<file path="src/rtl/noc_link_pkg.sv">
// Shared types and helpers for the NoC credit link and its monitor.
package noc_link_pkg;

    // Wormhole packet tracking state, advanced only on accepted flits.
    typedef enum logic {
        LINK_IDLE,
        LINK_IN_PKT
    } link_state_t;

    // Saturating increment: holds at max_value instead of wrapping.
    function automatic logic [63:0] sat_inc(input logic [63:0] value,
                                            input logic [63:0] max_value);
        return (value >= max_value) ? value : value + 64'd1;
    endfunction

endpackage

</file>
<file path="src/rtl/noc_credit_link_if.sv">
// Router-to-router flit/credit bundle. The master drives the flit and
// consumes credits; the slave consumes flits and returns credits.
interface noc_credit_link_if #(
    parameter int FLIT_WIDTH = 128,
    parameter int DEST_WIDTH = 4
);
    logic [FLIT_WIDTH-1:0] data;
    logic [DEST_WIDTH-1:0] dest;
    logic                  is_tail;
    logic                  send;
    logic                  credit;

    modport master (output data, dest, is_tail, send, input  credit);
    modport slave  (input  data, dest, is_tail, send, output credit);
endinterface

</file>
<file path="src/rtl/noc_link_stage.sv">
// Generic fixed-latency shift register; zero stages degenerates to a wire.
// Bits set in RESET_MASK are cleared on reset, the rest are never reset.
module noc_link_stage #(
    parameter int                WIDTH      = 1,
    parameter int                NUM_STAGES = 0,
    parameter logic [WIDTH-1:0]  RESET_MASK = '0
) (
    input  logic             clk_i,
    input  logic             rst_i,
    input  logic [WIDTH-1:0] d_i,
    output logic [WIDTH-1:0] d_o
);
    if (NUM_STAGES == 0) begin : g_wire
        logic unused_clk_rst;
        assign unused_clk_rst = clk_i ^ rst_i;
        assign d_o = d_i;
    end else begin : g_regs
        logic [WIDTH-1:0] stage_q [NUM_STAGES];

        // Shift the word one stage per cycle; masked control bits clear on reset.
        // For unmasked bits both branches are identical, so no reset logic results.
        always_ff @(posedge clk_i) begin
            stage_q[0] <= rst_i ? (d_i & ~RESET_MASK) : d_i;
            for (int i = 1; i < NUM_STAGES; i++) begin
                stage_q[i] <= rst_i ? (stage_q[i-1] & ~RESET_MASK) : stage_q[i-1];
            end
        end

        assign d_o = stage_q[NUM_STAGES-1];
    end
endmodule

</file>
<file path="src/rtl/noc_credit_link.sv">
// Pipelined router-to-router link with an inline monitor that tracks
// upstream credits, counts flits/packets and flags protocol violations.
module noc_credit_link
    import noc_link_pkg::*;
#(
    parameter int FLIT_WIDTH      = 128,
    parameter int DEST_WIDTH      = 4,
    parameter int NUM_PIPELINE    = 0,
    parameter int CREDIT_PIPELINE = NUM_PIPELINE,
    parameter int RX_BUFFER_DEPTH = 1,
    parameter int STAT_WIDTH      = 32
) (
    input  logic                               clk_noc,
    input  logic                               rst_noc_sync,
    noc_credit_link_if.slave                   up_if,
    noc_credit_link_if.master                  dn_if,
    input  logic                               stat_clear,
    output logic [$clog2(RX_BUFFER_DEPTH+1)-1:0] credits_avail,
    output logic [STAT_WIDTH-1:0]              flit_count,
    output logic [STAT_WIDTH-1:0]              packet_count,
    output logic                               err_credit_ovf,
    output logic                               err_credit_unf,
    output logic                               err_packet
);
    localparam int              CW       = $clog2(RX_BUFFER_DEPTH + 1);
    localparam logic [CW-1:0]   CRED_MAX = CW'(RX_BUFFER_DEPTH);
    localparam logic [63:0]     STAT_MAX = (64'd1 << STAT_WIDTH) - 64'd1;
    localparam int              FWD_W    = FLIT_WIDTH + DEST_WIDTH + 2;
    localparam logic [FWD_W-1:0] FWD_MASK = {2'b11, {(FLIT_WIDTH + DEST_WIDTH){1'b0}}};

    logic [FWD_W-1:0] fwd_in, fwd_out;

    assign fwd_in = {up_if.send, up_if.is_tail, up_if.dest, up_if.data};
    assign {dn_if.send, dn_if.is_tail, dn_if.dest, dn_if.data} = fwd_out;

    noc_link_stage #(
        .WIDTH      (FWD_W),
        .NUM_STAGES (NUM_PIPELINE),
        .RESET_MASK (FWD_MASK)
    ) u_fwd (
        .clk_i (clk_noc),
        .rst_i (rst_noc_sync),
        .d_i   (fwd_in),
        .d_o   (fwd_out)
    );

    noc_link_stage #(
        .WIDTH      (1),
        .NUM_STAGES (CREDIT_PIPELINE),
        .RESET_MASK (1'b1)
    ) u_credit (
        .clk_i (clk_noc),
        .rst_i (rst_noc_sync),
        .d_i   (dn_if.credit),
        .d_o   (up_if.credit)
    );

    // Monitor observes the upstream side: flits leaving the router, credits arriving.
    logic snd, crd;
    assign snd = up_if.send;
    assign crd = up_if.credit;

    logic [CW-1:0]         credit_q, credit_d;
    logic [STAT_WIDTH-1:0] flit_q, flit_d, pkt_q, pkt_d;
    logic                  ovf_q, unf_q, ovf_evt, unf_evt;
    link_state_t           state_q;
    logic [DEST_WIDTH-1:0] dest_q;
    logic                  err_packet_q, pkt_err_evt;

    // Credit next-state: send and return in one cycle cancel; out-of-range moves hold and flag.
    always_comb begin
        credit_d = credit_q;
        ovf_evt  = 1'b0;
        unf_evt  = 1'b0;
        if (snd && !crd) begin
            if (credit_q == '0) ovf_evt = 1'b1;
            else                credit_d = credit_q - CW'(1);
        end else if (crd && !snd) begin
            if (credit_q == CRED_MAX) unf_evt = 1'b1;
            else                      credit_d = credit_q + CW'(1);
        end
    end

    // Statistics next-state with saturation.
    always_comb begin
        flit_d = flit_q;
        pkt_d  = pkt_q;
        if (snd) begin
            flit_d = STAT_WIDTH'(sat_inc(64'(flit_q), STAT_MAX));
            if (up_if.is_tail) pkt_d = STAT_WIDTH'(sat_inc(64'(pkt_q), STAT_MAX));
        end
    end

    // Credit counter, stats and sticky credit errors; clear drops same-cycle events.
    always_ff @(posedge clk_noc) begin
        if (rst_noc_sync) begin
            credit_q <= CRED_MAX;
            flit_q   <= '0;
            pkt_q    <= '0;
            ovf_q    <= 1'b0;
            unf_q    <= 1'b0;
        end else begin
            credit_q <= credit_d;
            if (stat_clear) begin
                flit_q <= '0;
                pkt_q  <= '0;
                ovf_q  <= 1'b0;
                unf_q  <= 1'b0;
            end else begin
                flit_q <= flit_d;
                pkt_q  <= pkt_d;
                ovf_q  <= ovf_q | ovf_evt;
                unf_q  <= unf_q | unf_evt;
            end
        end
    end

    assign pkt_err_evt = (state_q == LINK_IN_PKT) && snd && (up_if.dest != dest_q);

    // Packet FSM enforcing a constant dest across all flits of one wormhole packet.
    always_ff @(posedge clk_noc) begin
        if (rst_noc_sync) begin
            state_q      <= LINK_IDLE;
            dest_q       <= '0;
            err_packet_q <= 1'b0;
        end else begin
            if (state_q == LINK_IDLE) begin
                if (snd && !up_if.is_tail) begin
                    state_q <= LINK_IN_PKT;
                    dest_q  <= up_if.dest;
                end
            end else begin
                if (snd && up_if.is_tail) state_q <= LINK_IDLE;
            end
            if (stat_clear)       err_packet_q <= 1'b0;
            else if (pkt_err_evt) err_packet_q <= 1'b1;
        end
    end

    assign credits_avail  = credit_q;
    assign flit_count     = flit_q;
    assign packet_count   = pkt_q;
    assign err_credit_ovf = ovf_q;
    assign err_credit_unf = unf_q;
    assign err_packet     = err_packet_q;
endmodule

</file>
<file path="src/flat_wrapper.sv">
// flat-port wrapper written by rule: the top's interface ports become plain ports
module noc_credit_link_flat import noc_link_pkg::*;
#(
    parameter int FLIT_WIDTH      = 128,
    parameter int DEST_WIDTH      = 4,
    parameter int NUM_PIPELINE    = 0,
    parameter int CREDIT_PIPELINE = NUM_PIPELINE,
    parameter int RX_BUFFER_DEPTH = 1,
    parameter int STAT_WIDTH      = 32
)
  (clk_noc, rst_noc_sync, stat_clear, credits_avail, flit_count, packet_count, err_credit_ovf, err_credit_unf, err_packet, up_if_data, up_if_dest, up_if_is_tail, up_if_send, up_if_credit, dn_if_data, dn_if_dest, dn_if_is_tail, dn_if_send, dn_if_credit);
  noc_credit_link_if #(.FLIT_WIDTH(FLIT_WIDTH), .DEST_WIDTH(DEST_WIDTH)) up_if_i ();
  noc_credit_link_if #(.FLIT_WIDTH(FLIT_WIDTH), .DEST_WIDTH(DEST_WIDTH)) dn_if_i ();
  input  logic clk_noc;
  input  logic rst_noc_sync;
  input  logic stat_clear;
  output logic [$clog2(RX_BUFFER_DEPTH+1)-1:0] credits_avail;
  output logic [STAT_WIDTH-1:0] flit_count;
  output logic [STAT_WIDTH-1:0] packet_count;
  output logic err_credit_ovf;
  output logic err_credit_unf;
  output logic err_packet;
  input wire logic [$bits(up_if_i.data)-1:0] up_if_data;
  input wire logic [$bits(up_if_i.dest)-1:0] up_if_dest;
  input wire logic [$bits(up_if_i.is_tail)-1:0] up_if_is_tail;
  input wire logic [$bits(up_if_i.send)-1:0] up_if_send;
  output wire logic [$bits(up_if_i.credit)-1:0] up_if_credit;
  output wire logic [$bits(dn_if_i.data)-1:0] dn_if_data;
  output wire logic [$bits(dn_if_i.dest)-1:0] dn_if_dest;
  output wire logic [$bits(dn_if_i.is_tail)-1:0] dn_if_is_tail;
  output wire logic [$bits(dn_if_i.send)-1:0] dn_if_send;
  input wire logic [$bits(dn_if_i.credit)-1:0] dn_if_credit;
  assign up_if_i.data = up_if_data;
  assign up_if_i.dest = up_if_dest;
  assign up_if_i.is_tail = up_if_is_tail;
  assign up_if_i.send = up_if_send;
  assign up_if_credit = up_if_i.credit;
  assign dn_if_data = dn_if_i.data;
  assign dn_if_dest = dn_if_i.dest;
  assign dn_if_is_tail = dn_if_i.is_tail;
  assign dn_if_send = dn_if_i.send;
  assign dn_if_i.credit = dn_if_credit;
  noc_credit_link #(.FLIT_WIDTH(FLIT_WIDTH), .DEST_WIDTH(DEST_WIDTH), .NUM_PIPELINE(NUM_PIPELINE), .CREDIT_PIPELINE(CREDIT_PIPELINE), .RX_BUFFER_DEPTH(RX_BUFFER_DEPTH), .STAT_WIDTH(STAT_WIDTH)) u_core (.clk_noc(clk_noc), .rst_noc_sync(rst_noc_sync), .up_if(up_if_i), .dn_if(dn_if_i), .stat_clear(stat_clear), .credits_avail(credits_avail), .flit_count(flit_count), .packet_count(packet_count), .err_credit_ovf(err_credit_ovf), .err_credit_unf(err_credit_unf), .err_packet(err_packet));
endmodule
</file>
<file path="config.mk">
export PLATFORM = sky130hd
export DESIGN_NAME = noc_credit_link_flat
export DESIGN_NICKNAME = d
export VERILOG_FILES = /design/src/rtl/noc_link_pkg.sv /design/src/rtl/noc_credit_link_if.sv /design/src/rtl/noc_link_stage.sv /design/src/rtl/noc_credit_link.sv /design/src/flat_wrapper.sv
export SDC_FILE = /design/constraint.sdc
export NUM_CORES = 1
export LEC_CHECK = 0
export CAP_MARGIN = 20
export CELL_PAD_IN_SITES_DETAIL_PLACEMENT = 1
export CELL_PAD_IN_SITES_GLOBAL_PLACEMENT = 1
export CORE_UTILIZATION = 21
export DETAILED_ROUTE_END_ITERATION = 6
export GPL_ROUTABILITY_DRIVEN = 0
export MAX_ROUTING_LAYER = met4
export PLACE_DENSITY = 0.85
export SLEW_MARGIN = 20
export SYNTH_ARGS = -nofsm -noshare
export SYNTH_HDL_FRONTEND = slang
export SYNTH_SLANG_ARGS = --single-unit
</file>
<file path="constraint.sdc">
create_clock -name clk_noc -period 2.3 [get_ports clk_noc]
set_clock_uncertainty 0.05 [all_clocks]
set_input_delay 0.345 -clock clk_noc [delete_from_list [all_inputs] [get_ports clk_noc]]
set_output_delay 0.345 -clock clk_noc [all_outputs]
set_load 0.01 [all_outputs]
</file>
==> results_dict.tcl <==
set metrics [dict create \
    fin_crit_ns 2.23 \
    clockBufferDepth 2 \
    setup-tns-final_ns 0 \
    worst_slew_pin_slew_ns 0.504 \
    clk_pin_slew_ns 0.07 \
    drtAntennaViolNets 0 \
    synth_edf_count 0 \
    dpl.hpwl_um 10700 \
    tritoncts "done" \
    cts.sinks 73 \
    power_density_mw_per_mm2 532 \
    drc 0 \
    grt_first_pass_wirelength_um 21700 \
    min_period_over_period 0.971 \
    wl_um 14200 \
    h-tree-depth 3 \
    dr.pass1.iters 4 \
    row_count 53 \
    die_h_um 150 \
    drt_iter0_markers 160 \
    cp.arrival_ns 2.46 \
    die_area_mm2 0.0226 \
    cp_data_required_time_ns 2.52 \
    num_antenna_cells 0 \
    first_global_vias 4151 \
    critPathLaunch "u_core.packet_count[13]" \
    end_kind "flip-flop" \
    fp.dieW_um 150 \
    min_path_type "reg2reg" \
    antenna_found_initial 0 \
    crit_family "simple AND/OR/NAND/NOR gates" \
    critical_path_class "reg2reg" \
    outcome "finished, final reports clean" \
    irDropWorstVdd_uv 343 \
    cp_num_buf_inv 1 \
    p_total_mw 2.96 \
    reg2reg_from "u_core.packet_count[13]" \
    fmax_mhz 448 \
    hold_violations 0 \
    area.growth.synth_to_final_pct 20.5 \
    slew_viol_final 0 \
    ys_warn_count 0 \
    relSlewSlack 0.661 \
    ys.flop_type "dfxtp_1" \
    avgViaCountPerCell 4.80 \
    worst_path_largest_cell_delay_ns 0.57 \
    final_nets 720 \
    yosys_register_bits 73 \
    final_util 0.262 \
    drive_above_1_share 0.170 \
    cp_max_fo 10 \
    fin_worst_hold_slack_ns 0.429 \
    min_from "u_core.err_packet" \
    place.port_buffers 84 \
    grt_max_degree 32 \
    num_vias 4118 \
    wl_per_cell_um 16.5 \
    syn_inst 573 \
    critPathSlowestCell "or4_4" \
    seq_area_frac_synth 0.316 \
    synth_nets 715 \
    syn_area_mm2 0.00462 \
    leakage_nw 1.89 \
    avgSynthCellArea_um2 8.07 \
    cap_violations 0 \
    io_pins 341 \
    final_common_cell "clkdlybuf4s50_1" \
    dpl_worst_slack_ns -0.238 \
    tritoncts.num_buffers 9 \
    cp_cell_sequence "nand4_1, or4_4, a311o_2, buf_6, or3_1, a21oi_2" \
    ys_async_sr_fraction 0 \
    setup_viol 0 \
    synthDistinctLibCells 42 \
    cts_root_buffer "clkbuf_16" \
    clk_latency_ns 0.35 \
    start_util 0.217 \
    core_area_mm2 0.0213 \
    overflow 0 \
    layout_common_cells "clkdlybuf4s50_1 (84), dfxtp_1 (72), buf_4 (64)" \
    grt_usage 0.129 \
    setup_slack_ns 0.0673 \
    startpoint_type "flip-flop" \
]
path summary, 6_finish.rpt:
kind | end | slack [ns] | depth (start not counted)
setup / recovery | u_core.packet_count[23] | 0.07 | 6
hold / removal | u_core.err_packet | 0.43 | 2
setup reg to reg | u_core.packet_count[23] | 0.07 | 6
hold reg to reg | u_core.err_packet | 0.43 | 2
metal layers:
layer  wire length, um  share of wire  GRT usage  vias to the layer above
met2              6580           0.47      0.196                       87
met1              5970           0.42      0.148                     2025
met5                 0              0          -                        -
li1                  -              -          -                     1933
met4               790          0.056     0.0980                        0
met3               812          0.057     0.0270                       73
synth_stat cells (3+ instances only):
cell type / n / share of area
inv_1: 12 / 0.0097
buf_4: 136 / 0.22
and4_1: 10 / 0.019
xnor2_1: 11 / 0.021
or4_1: 16 / 0.026
o21a_1: 3 / 0.0049
clkbuf_1: 16 / 0.013
nand3_1: 21 / 0.023
dfxtp_1: 73 / 0.32
nor4_1: 7 / 0.0095
buf_2: 3 / 0.0032
nand2b_1: 3 / 0.0041
nand4_1: 17 / 0.023
or3_1: 27 / 0.037
mux2i_1: 7 / 0.015
a31o_2: 5 / 0.0095
nor3_1: 7 / 0.0076
a31oi_1: 11 / 0.015
nor2_1: 33 / 0.027
o21ai_0: 26 / 0.028
nand2_1: 34 / 0.028
o31ai_1: 12 / 0.019
a41o_1: 5 / 0.011
a21oi_1: 43 / 0.047
ha_1: 4 / 0.011
and3_1: 9 / 0.012
repair_timing:
action,in CTS,in global routing
endpoints found under the setup margin,7,7
hold buffers,0,0
pin swaps,1,1
buffers inserted,0,3
resized for setup,1,7
area by class of cell:
class,instances,area [um^2]
Clock buffer,11,243
Clock inverter,5,78.8
Fill cell,2509,15700
Inverter,12,45.0
Multi-Input combinational cell,332,2040
Sequential cell,73,1460
Tap cell,275,344
Timing Repair Buffer,150,1350
power breakdown:
part,leakage [nW],total (mW),switching (mW),internal [mW]
sequential,0.589,1.28,0.00671,1.27
clock,0.159,1.54,0.563,0.978
combinational,1.15,0.142,0.0763,0.0662
sequential cells by signal, summed over array words and instances (netlist names), named ones only:
register,flops
u_core.err_credit_ovf,1
u_core.err_packet,1
u_core.err_credit_unf,1
u_core.packet_count,32
u_core.credits_avail,1
u_core.flit_count,32
u_core.dest_q,4
kinds of logic after synthesis:
kind of cell	Yosys count	synth area share
buffers and inverters	168	0.248
adder cells (fa/ha/maj)	4	0.0108
XOR/XNOR	13	0.0246
AND/OR/NAND/NOR	189	0.224
AO/OA/AOI/OAI	119	0.162
flip-flops	73	0.316
multiplexers	7	0.0152
per-stage QoR:
| stage | instances | area (um^2) |
|---|---|---|
| after CTS | 855 | 5520 |
| after floorplan | 573 | 4630 |
| after global placement | 839 | 5200 |
| final | 858 | 5570 |
| after global routing | 858 | 5570 |
| after detailed placement | 839 | 5200 |
worst reg2reg max path, cell delays in order (launching register included):
cell and delay, ns:
dfxtp_2 0.34, nand4_1 0.13, or4_4 0.57, a311o_2 0.43, buf_6 0.16, or3_1 0.36
a21oi_2 0.13
(Power assumes the default switching activity.)
